===== src/rtl/data_mem_responder_if.sv =====
// Execute-stage memory request bus: the pipeline is the master and the
// data memory responder is the slave.
interface data_mem_responder_if;
    logic        mem_r_en;
    logic        mem_w_en;
    logic [31:0] address;
    logic [31:0] write_data;
    logic        ready;
    logic [31:0] read_data;
    logic        addr_err;

    modport master (
        output mem_r_en, mem_w_en, address, write_data,
        input  ready, read_data, addr_err
    );

    modport slave (
        input  mem_r_en, mem_w_en, address, write_data,
        output ready, read_data, addr_err
    );
endinterface


===== src/rtl/data_mem_responder.sv =====
// Word-addressed data array behind a fixed-latency request bus; holds ready
// low for the whole access and presents the result for one DONE cycle.
module data_mem_responder #(
    parameter int          DEPTH       = 64,
    parameter logic [31:0] BASE_ADDR   = 32'd1024,
    parameter int          WAIT_CYCLES = 4
) (
    input  logic                 clk,
    input  logic                 rst,
    data_mem_responder_if.slave  bus
);
    localparam int IW = (DEPTH > 1) ? $clog2(DEPTH) : 1;
    localparam int CW = (WAIT_CYCLES > 1) ? $clog2(WAIT_CYCLES) : 1;

    typedef enum logic [1:0] {IDLE, BUSY, DONE} state_t;

    state_t          state, state_nx;
    logic [CW-1:0]   cnt;
    logic [IW-1:0]   lat_idx;
    logic [31:0]     lat_data;
    logic            lat_wr;
    logic            lat_ok;
    logic [31:0]     read_data;
    logic            addr_err;
    logic            ready;
    logic [31:0]     mem [DEPTH];

    logic            req;
    logic [31:0]     off;
    logic            in_range;
    logic            finish;

    assign req      = bus.mem_r_en | bus.mem_w_en;
    assign off      = bus.address - BASE_ADDR;
    // off < 4*DEPTH is the same test as off[31:2] < DEPTH
    assign in_range = (bus.address >= BASE_ADDR) && (off < (32'(DEPTH) << 2));
    assign finish   = (state == BUSY) && (cnt == '0);

    assign bus.ready     = ready;
    assign bus.read_data = read_data;
    assign bus.addr_err  = addr_err;

    always_ff @(posedge clk) begin
        if (rst) state <= IDLE;
        else     state <= state_nx;
    end

    always_comb begin
        state_nx = state;
        ready    = 1'b0;
        case (state)
            IDLE: begin
                ready = ~req;
                if (req) state_nx = BUSY;
            end
            BUSY: if (cnt == '0) state_nx = DONE;
            DONE: begin
                ready    = 1'b1;
                state_nx = IDLE;
            end
            default: state_nx = IDLE;
        endcase
    end

    always_ff @(posedge clk) begin
        if (rst) begin
            cnt       <= '0;
            read_data <= '0;
            addr_err  <= 1'b0;
            lat_idx   <= '0;
            lat_data  <= '0;
            lat_wr    <= 1'b0;
            lat_ok    <= 1'b0;
        end else begin
            case (state)
                IDLE: if (req) begin
                    cnt      <= CW'(WAIT_CYCLES - 1);
                    lat_idx  <= off[IW+1:2];
                    lat_data <= bus.write_data;
                    lat_wr   <= bus.mem_w_en;
                    lat_ok   <= in_range;
                end
                BUSY: begin
                    if (cnt != '0) cnt <= cnt - 1'b1;
                    else begin
                        addr_err <= ~lat_ok;
                        if (!lat_wr) read_data <= lat_ok ? mem[lat_idx] : 32'd0;
                    end
                end
                DONE:    addr_err <= 1'b0;
                default: ;
            endcase
        end
    end

    // Contents survive reset; a write aborted by reset never reaches here.
    always_ff @(posedge clk) begin
        if (!rst && finish && lat_wr && lat_ok) mem[lat_idx] <= lat_data;
    end
endmodule


===== src/flat_wrapper.sv =====
// flat-port wrapper written by rule: the top's interface ports become plain ports
module data_mem_responder_flat 
#(
    parameter int          DEPTH       = 64,
    parameter logic [31:0] BASE_ADDR   = 32'd1024,
    parameter int          WAIT_CYCLES = 4
)
  (clk, rst, bus_mem_r_en, bus_mem_w_en, bus_address, bus_write_data, bus_ready, bus_read_data, bus_addr_err);
  data_mem_responder_if bus_i ();
  input  logic clk;
  input  logic rst;
  input wire logic [$bits(bus_i.mem_r_en)-1:0] bus_mem_r_en;
  input wire logic [$bits(bus_i.mem_w_en)-1:0] bus_mem_w_en;
  input wire logic [$bits(bus_i.address)-1:0] bus_address;
  input wire logic [$bits(bus_i.write_data)-1:0] bus_write_data;
  output wire logic [$bits(bus_i.ready)-1:0] bus_ready;
  output wire logic [$bits(bus_i.read_data)-1:0] bus_read_data;
  output wire logic [$bits(bus_i.addr_err)-1:0] bus_addr_err;
  assign bus_i.mem_r_en = bus_mem_r_en;
  assign bus_i.mem_w_en = bus_mem_w_en;
  assign bus_i.address = bus_address;
  assign bus_i.write_data = bus_write_data;
  assign bus_ready = bus_i.ready;
  assign bus_read_data = bus_i.read_data;
  assign bus_addr_err = bus_i.addr_err;
  data_mem_responder #(.DEPTH(DEPTH), .BASE_ADDR(BASE_ADDR), .WAIT_CYCLES(WAIT_CYCLES)) u_core (.clk(clk), .rst(rst), .bus(bus_i));
endmodule

===== config.mk =====
export PLATFORM = sky130hd
export DESIGN_NAME = data_mem_responder_flat
export DESIGN_NICKNAME = d
export VERILOG_FILES = /design/src/rtl/data_mem_responder_if.sv /design/src/rtl/data_mem_responder.sv /design/src/flat_wrapper.sv
export SDC_FILE = /design/constraint.sdc
export NUM_CORES = 2
export LEC_CHECK = 0
export BUFFER_PORTS_ARGS = -buffer_cell sky130_fd_sc_hd__buf_2
export CAP_MARGIN = 20
export CORE_ASPECT_RATIO = 2
export CORE_UTILIZATION = 39
export DETAILED_ROUTE_END_ITERATION = 7
export SYNTH_ARGS = -nofsm -noshare
export SYNTH_HDL_FRONTEND = slang
export SYNTH_SLANG_ARGS = --single-unit

===== constraint.sdc =====
create_clock -name clk -period 7.4 [get_ports clk]
set_input_delay 1.85 -clock clk [delete_from_list [all_inputs] [get_ports clk]]
set_output_delay 1.85 -clock clk [all_outputs]
set_load 0.02 [all_outputs]

==> results.md <==
- Outcome: completed
- FMAX: 215.4 MHz
- CTS max path bufs: 4
- Multiplexer share of the synthesized area: 0.1565
- Leakage: 27.98 nW
- Worst path required time: 7.90 ns
- Startpoint types: input pin
- Global routing usage on met3: 0.02160
- Layout area overhead: 12.46%
- Fill cells: 17560
- Worst Clk Skew: 0.04652 ns
- M1 GR Usage: 0.2323
- CTS clk-pin slew, worst paths: 0.07 ns
- Compound-Gate Fraction of Synth Area: 0.02566
- Hold Crit Class: reg -> reg
- Worst slew pin tran: 1.145 ns
- Synth Area in Simple Gates: 0.02561
- Pwr Density: 267.8 mW/mm²
- CP Class: in -> reg
- Core footprint: 0.2067 mm²
- Total track usage: 0.1976
- RePlAce Congestion: 0.8522
- RSZ-0062 raised after global routing: no
- Finish-stage setup viols: 0
- Initial antenna violation count: 7
- Slew Limit Fails: 0
- Sequential fraction of the synthesis area: 0.7778
- Die Area: 0.2101 mm²
- Cell chosen for the clock root: clkbuf_16
- Max VDD drop: 0.1733 mV
- Chip Height: 647.3 µm
- Worst EP arrival: 5.14 ns
- Distinct cell type count after synthesis: 68
- Grt met2 use: 0.3758
- Largest net degree at the start of global routing: 114
- Avg Cell Area, Syn: 21.68 µm²
- CTS Hold Buffers Added: 0
- Crit. End Element: register
- XOR/XNOR share of the synthesized area: 0.0001079
- Worst skew pair latency: 0.84 ns
- Final Cycle Share: 0.6273
- Post-CTS Setup Inserts: 0
- Buffers on Ports: 99
- TNS Setup: 0 ns
- Predominant post-synthesis flop cell: edfxtp_1
- Post-DRT Antenna Nets: 0
- CTS tree: done
- Commonest non-fill, non-tap cell in the layout: edfxtp_1
- Final nets: 4032
- Worst R2R Setup Slack: 3.20 ns
- Post-Synth Adder-Cell Area: 0.0001541
- Synth warnings: 0
- DRT iter0 DRCs: 3775
- Peak fanout along the critical path: 22
- Normalized max-slew margin: 0.2168
- Final wirelength: 209.0 mm
- Max-cap violations: 0
- CTS Sinks: 2131
- Global route hottest layer: met2
- Number of synthesized flops with an enable pin: 2048
- Hold violation total from the final report: 0
- Hold Slack: 0.4498 ns
- Post-synth net total: 3814
- Synth Instances: 3745
- Seq cells post-synth: 2131
- Num CTS Buffers: 178
- Detail Placement HPWL: 132.0 mm
- WL/cell: 30.58 µm
- Fin crit period: 4.642 ns
- Ys async rst share: 0
- Most frequent cells in the layout: edfxtp_1, mux4_2, nand2_1, clkbuf_16, buf_4
- Via count: 38440
- Post-synthesis cell area: 0.08120 mm²
- Gr ovfl total: 0
- Initial Util: 0.3928
- Via density: 5.624
- Ratio of cells with drive above 1 in the final layout: 0.2720
- Residual DRC: 0
- Wire length of the first global-routing pass: 297.3 mm
- DR pass1 iterations: 8
- Register-to-Register Path Depth: 6
- Vias in the first global route: 40360
- # H-tree levels: 4
- Main combinational cell family by area after synthesis: multiplexers
- DIE WIDTH: 324.6 µm
- Row Count: 236
- Post_cts resized: 0
- Top Ports: 102
- Cells on Worst Hold Path: 2
## synth_stat cells (13+ instances only)
library cell,number,share of area
a2111oi_0,15,0.0016
a211oi_1,19,0.0018
a21oi_1,64,0.0039
a22oi_1,49,0.0045
buf_2,45,0.0028
buf_4,39,0.0036
buf_6,14,0.0019
clkbuf_1,92,0.0043
dfxtp_1,83,0.020
edfxtp_1,2048,0.76
mux2_2,17,0.0024
mux2i_1,116,0.014
mux4_2,503,0.14
nand2_1,195,0.0090
nand3_1,46,0.0028
nor2_1,116,0.0054
nor2b_1,13,0.0010
nor3_1,14,0.00086
o21ai_0,30,0.0018
o221ai_1,18,0.0019
o22ai_1,38,0.0029
## flip-flops by register name, indices dropped and copies added, names as in the netlist, named ones only
register / cells
u_core.lat_data: 32
u_core.state: 2
u_core.lat_wr: 1
u_core.lat_idx: 6
u_core.mem: 2048
u_core.bus.addr_err: 1
u_core.cnt: 2
u_core.lat_ok: 1
u_core.bus.read_data: 32
## stage by stage
step | util | area, µm² | setup WS (ns) | std cells | total power [mW]
floorplan | - | 81200 | 2.773 | 3745 | 14.87
global placement | 0.4146 | 85690 | 2.100 | 6511 | 15.56
detailed placement | 0.4149 | 85750 | 1.998 | 6514 | 15.59
CTS | 0.4412 | 91190 | 2.851 | 6826 | 24.63
global route | 0.4418 | 91310 | 2.761 | 6833 | 25.07
finish | 0.4418 | 91320 | 2.758 | 6835 | 24.46
## worst paths after layout
check                           from                 endpoint
max                              rst        u_core.mem[23][8]
min          u_core.bus.read_data[0]  u_core.bus.read_data[0]
max reg2reg          u_core.state[0]        u_core.mem[23][8]
min reg2reg  u_core.bus.read_data[0]  u_core.bus.read_data[0]
## routing by layer
metal	wire, µm	vias up
met5	0	-
met4	5794	0
met3	10070	294
met2	116400	1246
met1	76770	20780
li1	-	16120
## logic make-up (layout without fill, tap and decap cells)
group / count (synthesis) / after routing
AO/OA/AOI/OAI: 300 / 300
XOR/XNOR: 1 / 1
adder cells (fa/ha/maj): 1 / 1
multiplexers: 637 / 637
flip-flops: 2131 / 2131
other: 0 / 3
AND/OR/NAND/NOR: 460 / 460
buffers and inverters: 215 / 565
## worst max-delay path, cell delays in order
cell and delay, ns:
buf_2 0.11, and3b_1 0.39, nand3_1 0.17, nor2_1 0.26
nand3_1 0.81, nor2_4 1.12, buf_4 0.41
## cell type report
type,instances,area [µm²],area share
inverter,12,47.55,0.0005207
multi-input combinational,1399,17410,0.1907
timing repair buffer,241,1762,0.01929
tap,2737,3425,0.03750
sequential,2131,63230,0.6924
clock inverter,80,719.4,0.007878
clock buffer,232,4717,0.05166
antenna,3,7.507,0.00008221
## report_power, final
part           switching, mW  internal [mW]  total [mW]
sequential             0.152           13.4        13.5
clock                   4.23           4.92        9.15
combinational           1.12          0.657        1.78
total                   5.50           19.0        24.5
(Power assumes the default switching activity.)
